===== config.mk =====
export PLATFORM = sky130hd
export DESIGN_NAME = video_timing_gen
export DESIGN_NICKNAME = d
export VERILOG_FILES = /design/src/rtl/vga_timing_pkg.sv /design/src/rtl/wrap_counter.sv /design/src/rtl/video_timing_gen.sv
export SDC_FILE = /design/constraint.sdc
export NUM_CORES = 1
export LEC_CHECK = 0
export ABC_AREA = 1
export CORE_UTILIZATION = 51
export CTS_CLUSTER_DIAMETER = 60
export DETAILED_ROUTE_END_ITERATION = 16
export MAX_ROUTING_LAYER = met4
export PLACE_DENSITY_LB_ADDON = 0.25
export SYNTH_ARGS = -nofsm -noshare
export SYNTH_HDL_FRONTEND = slang
export SYNTH_SLANG_ARGS = --single-unit

===== constraint.sdc =====
create_clock -name clk -period 2.2 [get_ports clk]
set_clock_uncertainty 0.2 [all_clocks]
set_input_delay 0.44 -clock clk [delete_from_list [all_inputs] [get_ports clk]]
set_output_delay 0.44 -clock clk [all_outputs]
set_load 0.02 [all_outputs]

===== src/rtl/vga_timing_pkg.sv =====
// Shared VGA raster constants (640x480 @ 60 Hz defaults) and small helpers
// used by the timing generator and downstream graphics blocks.
package vga_timing_pkg;

    localparam int unsigned H_DISPLAY = 640;
    localparam int unsigned H_FRONT   = 16;
    localparam int unsigned H_SYNC    = 96;
    localparam int unsigned H_BACK    = 48;
    localparam int unsigned V_DISPLAY = 480;
    localparam int unsigned V_FRONT   = 10;
    localparam int unsigned V_SYNC    = 2;
    localparam int unsigned V_BACK    = 33;

    localparam int unsigned H_TOTAL = H_DISPLAY + H_FRONT + H_SYNC + H_BACK;
    localparam int unsigned V_TOTAL = V_DISPLAY + V_FRONT + V_SYNC + V_BACK;

    localparam int unsigned CNT_W   = 10;
    localparam int unsigned FRAME_W = 8;

    typedef struct packed {
        logic hsync;
        logic vsync;
        logic display_on;
    } video_ctl_t;

    function automatic logic in_window(input logic [CNT_W-1:0] pos,
                                       input logic [CNT_W-1:0] lo,
                                       input logic [CNT_W-1:0] hi);
        return (pos >= lo) && (pos <= hi);
    endfunction

    function automatic logic sync_level(input logic active, input logic active_high);
        return active_high ? active : ~active;
    endfunction

endpackage


===== src/rtl/wrap_counter.sv =====
// Modulo-N up counter with enable; exposes the next value and a wrap flag so
// the parent can register outputs that line up with the counter.
module wrap_counter
    import vga_timing_pkg::*;
#(
    parameter int unsigned MODULUS = H_TOTAL,
    parameter int unsigned W       = CNT_W
) (
    input  logic         clk,
    input  logic         reset,
    input  logic         en,
    output logic [W-1:0] count,
    output logic [W-1:0] count_next,
    output logic         wrap
);

    localparam logic [W-1:0] LAST = W'(MODULUS - 1);

    // Next count; >= keeps any out-of-range value from persisting
    always_comb begin
        wrap       = 1'b0;
        count_next = count;
        if (en) begin
            if (count >= LAST) begin
                wrap       = 1'b1;
                count_next = '0;
            end else begin
                count_next = count + W'(1);
            end
        end else begin
            count_next = count;
        end
    end

    // Count register
    always_ff @(posedge clk) begin
        if (reset) begin
            count <= '0;
        end else begin
            count <= count_next;
        end
    end

endmodule


===== src/rtl/video_timing_gen.sv =====
// Raster timing generator: horizontal/vertical counters with registered
// sync, blanking and line/frame strobes aligned to hpos/vpos.
module video_timing_gen #(
    parameter int unsigned H_DISPLAY        = vga_timing_pkg::H_DISPLAY,
    parameter int unsigned H_FRONT          = vga_timing_pkg::H_FRONT,
    parameter int unsigned H_SYNC           = vga_timing_pkg::H_SYNC,
    parameter int unsigned H_BACK           = vga_timing_pkg::H_BACK,
    parameter int unsigned V_DISPLAY        = vga_timing_pkg::V_DISPLAY,
    parameter int unsigned V_FRONT          = vga_timing_pkg::V_FRONT,
    parameter int unsigned V_SYNC           = vga_timing_pkg::V_SYNC,
    parameter int unsigned V_BACK           = vga_timing_pkg::V_BACK,
    parameter bit          SYNC_ACTIVE_HIGH = 1'b0
) (
    input  logic                                 clk,
    input  logic                                 reset,
    input  logic                                 pix_en,
    output logic [vga_timing_pkg::CNT_W-1:0]     hpos,
    output logic [vga_timing_pkg::CNT_W-1:0]     vpos,
    output logic                                 hsync,
    output logic                                 vsync,
    output logic                                 display_on,
    output logic                                 line_start,
    output logic                                 frame_start,
    output logic [vga_timing_pkg::FRAME_W-1:0]   frame_count
);

    import vga_timing_pkg::*;

    localparam int unsigned H_TOT = H_DISPLAY + H_FRONT + H_SYNC + H_BACK;
    localparam int unsigned V_TOT = V_DISPLAY + V_FRONT + V_SYNC + V_BACK;

    localparam logic [CNT_W-1:0] HS_START = CNT_W'(H_DISPLAY + H_FRONT);
    localparam logic [CNT_W-1:0] HS_END   = CNT_W'(H_DISPLAY + H_FRONT + H_SYNC - 1);
    localparam logic [CNT_W-1:0] VS_START = CNT_W'(V_DISPLAY + V_FRONT);
    localparam logic [CNT_W-1:0] VS_END   = CNT_W'(V_DISPLAY + V_FRONT + V_SYNC - 1);
    localparam logic [CNT_W-1:0] H_VIS    = CNT_W'(H_DISPLAY);
    localparam logic [CNT_W-1:0] V_VIS    = CNT_W'(V_DISPLAY);

    logic [CNT_W-1:0] h_next_s;
    logic [CNT_W-1:0] v_next_s;
    logic             h_wrap_s;
    logic             v_wrap_s;
    logic             v_en_s;
    video_ctl_t       ctl_next_s;

    assign v_en_s = pix_en & h_wrap_s;

    wrap_counter #(.MODULUS(H_TOT), .W(CNT_W)) u_hcnt (
        .clk        (clk),
        .reset      (reset),
        .en         (pix_en),
        .count      (hpos),
        .count_next (h_next_s),
        .wrap       (h_wrap_s)
    );

    wrap_counter #(.MODULUS(V_TOT), .W(CNT_W)) u_vcnt (
        .clk        (clk),
        .reset      (reset),
        .en         (v_en_s),
        .count      (vpos),
        .count_next (v_next_s),
        .wrap       (v_wrap_s)
    );

    // Decode sync/visible state for the position the counters move to
    always_comb begin
        ctl_next_s.hsync      = sync_level(in_window(h_next_s, HS_START, HS_END), SYNC_ACTIVE_HIGH);
        ctl_next_s.vsync      = sync_level(in_window(v_next_s, VS_START, VS_END), SYNC_ACTIVE_HIGH);
        ctl_next_s.display_on = (h_next_s < H_VIS) && (v_next_s < V_VIS);
    end

    // Output registers; reset forces syncs inactive so no pulse is stretched
    always_ff @(posedge clk) begin
        if (reset) begin
            hsync       <= sync_level(1'b0, SYNC_ACTIVE_HIGH);
            vsync       <= sync_level(1'b0, SYNC_ACTIVE_HIGH);
            display_on  <= 1'b1;
            line_start  <= 1'b1;
            frame_start <= 1'b1;
            frame_count <= '0;
        end else if (pix_en) begin
            hsync       <= ctl_next_s.hsync;
            vsync       <= ctl_next_s.vsync;
            display_on  <= ctl_next_s.display_on;
            line_start  <= h_wrap_s;
            frame_start <= v_wrap_s;
            if (v_wrap_s) begin
                frame_count <= frame_count + FRAME_W'(1);
            end else begin
                frame_count <= frame_count;
            end
        end else begin
            line_start  <= 1'b0;
            frame_start <= 1'b0;
        end
    end

endmodule


# Word level (Yosys, flattened, before mapping)
# Index checks and enable logic that the tools add are counted.
# word_totals
input_bits	3
out_inout_bits	33
regBits	33
elab_cells	36
# op_classes
reduce_logical	4
bitwise_logic	3
muxes	10
magnitude_cmp	8
add_sub_neg	3
# op_table
op	n
10-bit two-way mux	4
10-bit >= comparator (second input constant)	3
10-bit by 1-bit adder with 10-bit output (second input constant)	2
10-bit by 9-bit >= comparator with 1-bit output (second input constant)	1
10-bit less-or-equal comparator (second input constant)	1
10-bit by 9-bit less-or-equal comparator with 1-bit output (second input constant)	1
10-bit less-than comparator (second input constant)	1
10-bit by 9-bit less-than comparator with 1-bit output (second input constant)	1
8-bit by 1-bit adder with 8-bit output (second input constant)	1
1-bit two-way mux	6
1-bit logical AND	3
1-bit NOT	2
2-bit AND reduction	1
1-bit AND	1

# Longest topological paths before layout
# Gate-level depths: netlist of the first run.
# logic_depth
depth_word	8
depth_mapped	15
mapped_depth_nobuf	14

# Hierarchy
# Synthesis of the first run repeated with hierarchy kept, for this count alone.
# hier_totals
cells_unflattened	267
area_unflattened_um2	1871.8
# modules_own_cells
mod	n_inst	cells_each	area_per_inst_um2	seq_area_each_um2
video_timing_gen	1	96	641.9	260.2
wrap_counter at u_hcnt	1	82	633.1	200.2
wrap_counter at u_vcnt	1	89	596.8	200.2

# Worst setup path after synthesis of the first run
# Ideal clock, no wire load.
# synth_timing
path_type	register to register
startpoint	register u_hcnt.count[1]
endpoint	register display_on
arrival_time_ps	1644
required_time_ps	1885
n_path_buf	1
path_stages_with_launch	14
setup_time_ps	115
slack_ps	242
period_less_slack_ps	1958
path_cell_list	dfxtp_1 -> ha_1 -> nand4_1 -> nand2_2 -> nand3_4 -> buf_8 -> nand2_2 -> inv_1 -> a21oi_2 -> nand2_1 -> nor2_2 -> nand2_1 -> nand2_1 -> nand2_1
# synth_via
elab_chain_len	7
word_cells_on_any_way	11
cone_classes	add/sub: 1; order compare: 3; mux: 5; bitwise: 1; reduce/logical: 1
# synth_rtl
element	line_no	source
start: declaration	wrap_counter.sv:12	output logic [W-1:0] count,
start signal: assignment	wrap_counter.sv:40	count <= count_next;
10-bit >= comparator	wrap_counter.sv:24	if (count >= LAST) begin
1-bit two-way mux	wrap_counter.sv:24	
1-bit two-way mux	wrap_counter.sv:23	if (en) begin
1-bit AND	video_timing_gen.sv:46	assign v_en_s = pix_en & h_wrap_s;
10-bit two-way mux	wrap_counter.sv:23	
10-bit by 9-bit less-than comparator with 1-bit output	video_timing_gen.sv:70	ctl_next_s.display_on = (h_next_s < H_VIS) && (v_next_s < V_VIS);
1-bit logical AND (*)	video_timing_gen.sv:70	
end signal: assignment	video_timing_gen.sv:85	display_on <= ctl_next_s.display_on;
end: declaration	video_timing_gen.sv:21	output logic display_on,
# Every way passes the cells marked *; elsewhere a longest branch is shown, timed or not.
# A chain may end at the register's enable or synchronous reset.

# Worst setup path after layout of the first run
# layout_timing
startpoint	register u_hcnt.count[4]
endpoint	output port hpos[4] (netlist bit)
# layout_rtl
element	line_no	source
end: declaration	video_timing_gen.sv:17	output logic [vga_timing_pkg::CNT_W-1:0] hpos,
# No word-level cell between the ends.

==> results of run 1 <==
[per-stage QoR]
stage                     cell area, sq um  setup WS, ps  util (%)  std cells  setup TNS (ps)
final                                 2575         112.5     75.97        401               0
after global routing                  2575         10.38     75.97        401               0
after CTS                             2569         54.51     75.78        401               0
after detailed placement              2499        -218.1     73.72        393           -1047
after global placement                2499        -176.2     73.72        393          -637.1
after floorplan                       1842         241.7         -        280               0
[kinds of logic after synthesis]
group,after synthesis
AOI/OAI and AO/OA,26
xor gates and xnor gates,4
adders and majority gates,4
buffers and inverters,47
DFF,33
and+or+nand+nor,166
[cells in the final DEF, fill, tap and decap left out, types with 3 or more instances in the layout]
| master | count |
|---|---|
| buf_4 | 37 |
| nand2_1 | 70 |
| nor3_1 | 7 |
| nand2_2 | 3 |
| clkbuf_4 | 5 |
| o21ai_0 | 6 |
| nor2_2 | 4 |
| o21ai_1 | 3 |
| inv_1 | 38 |
| nand4_1 | 7 |
| ha_1 | 4 |
| clkdlybuf4s50_1 | 34 |
| a21oi_1 | 11 |
| dfxtp_1 | 32 |
| nand3_1 | 22 |
| inv_2 | 3 |
| nor2_1 | 44 |
[power breakdown]
part	internal, mW	total (mW)	switching [mW]	leakage [nW]
Combinational	0.0343	0.0754	0.0411	0.862
Clock	0.185	0.387	0.202	0.0413
Sequential	0.605	0.609	0.00404	0.268
[critical path, stage by stage, from the launching register on]
cell,delay (ps)
dfxtp_1,370
buf_4,140
clkdlybuf4s50_1,600
[flip-flops by register name, summed over array words and instances (netlist names)]
name	flops
u_vcnt.count	10
u_hcnt.count	10
display_on	1
vsync	1
line_start	1
hsync	1
frame_count	8
frame_start	1
[routing by layer]
metal  global-route usage, %  wire, microns
met1                   32.69           2086
met2                   43.62           2086
met3                   7.867            216
met4                   12.38             96
met5                       -              0
[cells in the mapped netlist (2+ instances only)]
| master | number | share of area [%] |
|---|---|---|
| a21oi_1 | 11 | 3.0 |
| buf_4 | 2 | 0.81 |
| clkbuf_1 | 2 | 0.41 |
| dfxtp_1 | 33 | 36 |
| ha_1 | 4 | 2.7 |
| inv_1 | 38 | 7.7 |
| inv_2 | 3 | 0.61 |
| nand2_1 | 70 | 14 |
| nand2_2 | 3 | 1.0 |
| nand2_4 | 2 | 1.2 |
| nand3_1 | 22 | 6.0 |
| nand4_1 | 7 | 2.4 |
| nor2_1 | 45 | 9.2 |
| nor2_2 | 3 | 1.0 |
| nor2_4 | 2 | 1.2 |
| nor3_1 | 7 | 1.9 |
| o21ai_0 | 7 | 1.9 |
| o21ai_1 | 2 | 0.54 |
| o21bai_1 | 2 | 0.81 |
| or2_2 | 2 | 0.68 |
| xnor2_1 | 2 | 0.95 |
| xor2_1 | 2 | 0.95 |
[worst paths after layout]
kind / start / to / slack, ps
max: u_hcnt.count[4] / hpos[4] / 110
min: vsync / vsync / 300
max reg2reg: u_hcnt.count[0] / vsync / 160
min reg2reg: vsync / vsync / 300
[layout make-up]
cell class              instances  area (sq um)
clock buffers                   7         65.06
clock inverters                 1         5.005
fillers                       280         814.5
inverters                      41         153.9
multi-input cells             200         980.9
flip-flops and latches         33         661.9
well taps                      46         57.56
repair buffers                 73         650.6
==> run metrics, run 1 <==
ys async rst share=0%; Min Hold Slack=300.9 ps; Slew Limit Fails=0; mapped cell area=1842 sq um; Overall Global Routing Usage=27.69%; worst hold stages=2; number of global-route vias before repair=1746; Vias=1951; hold buffer count at cts=0; initial antenna violation count=0; Final Hold Vio Count=0; vias per std cell=4.865; Least-Margin Pin Slew=268.8 ps; fraction of layout cells with a size suffix above 1=18.59%; DRT Pass-1 Iters=4; mux contribution to synthesized area=0%; WL/cell=11.19 microns; crit end category=primary output; GPL Wtd Cong=0.8620; Setup Viol. Count Final=0; Pleak=1.171 nW; largest net degree at the start of global routing=17; area of the core=3390 sq um; Yosys cell types=31; xor/xnor share of the synthesized area=1.902%; Initial Util=54.34%; RSZ-0062 raised after global routing=false; min cycle time layout=2087 ps; worst skew pair latency=340 ps; CP Launch Type=flip-flop; cts repair resizes=0; R2R cell count=11; Slew HR=82.03%; Die ar.=3856 sq um; Routed WL=4486 microns; CTS sink count=33; worst hold-check path type=reg -> reg; syn_area_per_cell=6.578 sq um; Most used DFF post-synth=dfxtp_1; Antenna diodes=0; sequential fraction of the synthesis area=35.87%; worst path required time=1560 ps; CP arrival=1450 ps; Compound-Gate Fraction of Synth Area=8.016%; die width=62.10 microns; area delta synth->final=39.81%; clock root cell=clkbuf_4; Ys Warns=0; outcome=completed; Gate Count Post-Synth=280; Synth Area in Adders=2.717%; clock transition at the registers of the reported paths=100 ps; GRT overflow=0; part of the cycle the worst path needs=94.88%; CTS Buffer Depth=2; Fmax achieved=479.1 MHz; Power Total=1.072 mW; synthesized flop and latch total=33; Crit Path Max Fanout=4; global-route wire length before repair=7389 microns; Final #Nets=361; Rows=21; DRC=0; Synthesized Nets=287; max-cap violations=0; largest family of logic cells by synthesized area=simple AND/OR/NAND/NOR gates; VDD IR-drop max=0.3706 mV; H-tree lvl count=2; Synth Area in Simple Gates=40.49%; postcts setup bufs=0; Post-synth EDFFs=0; Setup CP Type=reg -> out; I/O Buffers=35; Pwr Density=416.2 nW/um^2; First DRT Iteration DRCs=91; post-route antenna net violation count=0; post-detail-place hpwl=3456 microns; die height=62.10 microns; # IOs=36; CTS tree=done; Num CTS Buffers=5
Power figures use the tool's default switching activity.
==> run 2: changes to the inputs <==
--- a/config.mk
+++ b/config.mk
@@ -7,10 +7,11 @@
 export LEC_CHECK = 0
 export ABC_AREA = 1
 export CORE_UTILIZATION = 51
-export CTS_CLUSTER_DIAMETER = 60
+export CTS_CLUSTER_DIAMETER = 40
 export DETAILED_ROUTE_END_ITERATION = 16
 export MAX_ROUTING_LAYER = met4
 export PLACE_DENSITY_LB_ADDON = 0.25
+export SLEW_MARGIN = 20
 export SYNTH_ARGS = -nofsm -noshare
 export SYNTH_HDL_FRONTEND = slang
 export SYNTH_SLANG_ARGS = --single-unit
==> results of run 2 <==
Same layout as run 1: the final DEF is identical, and so are final timing and power.
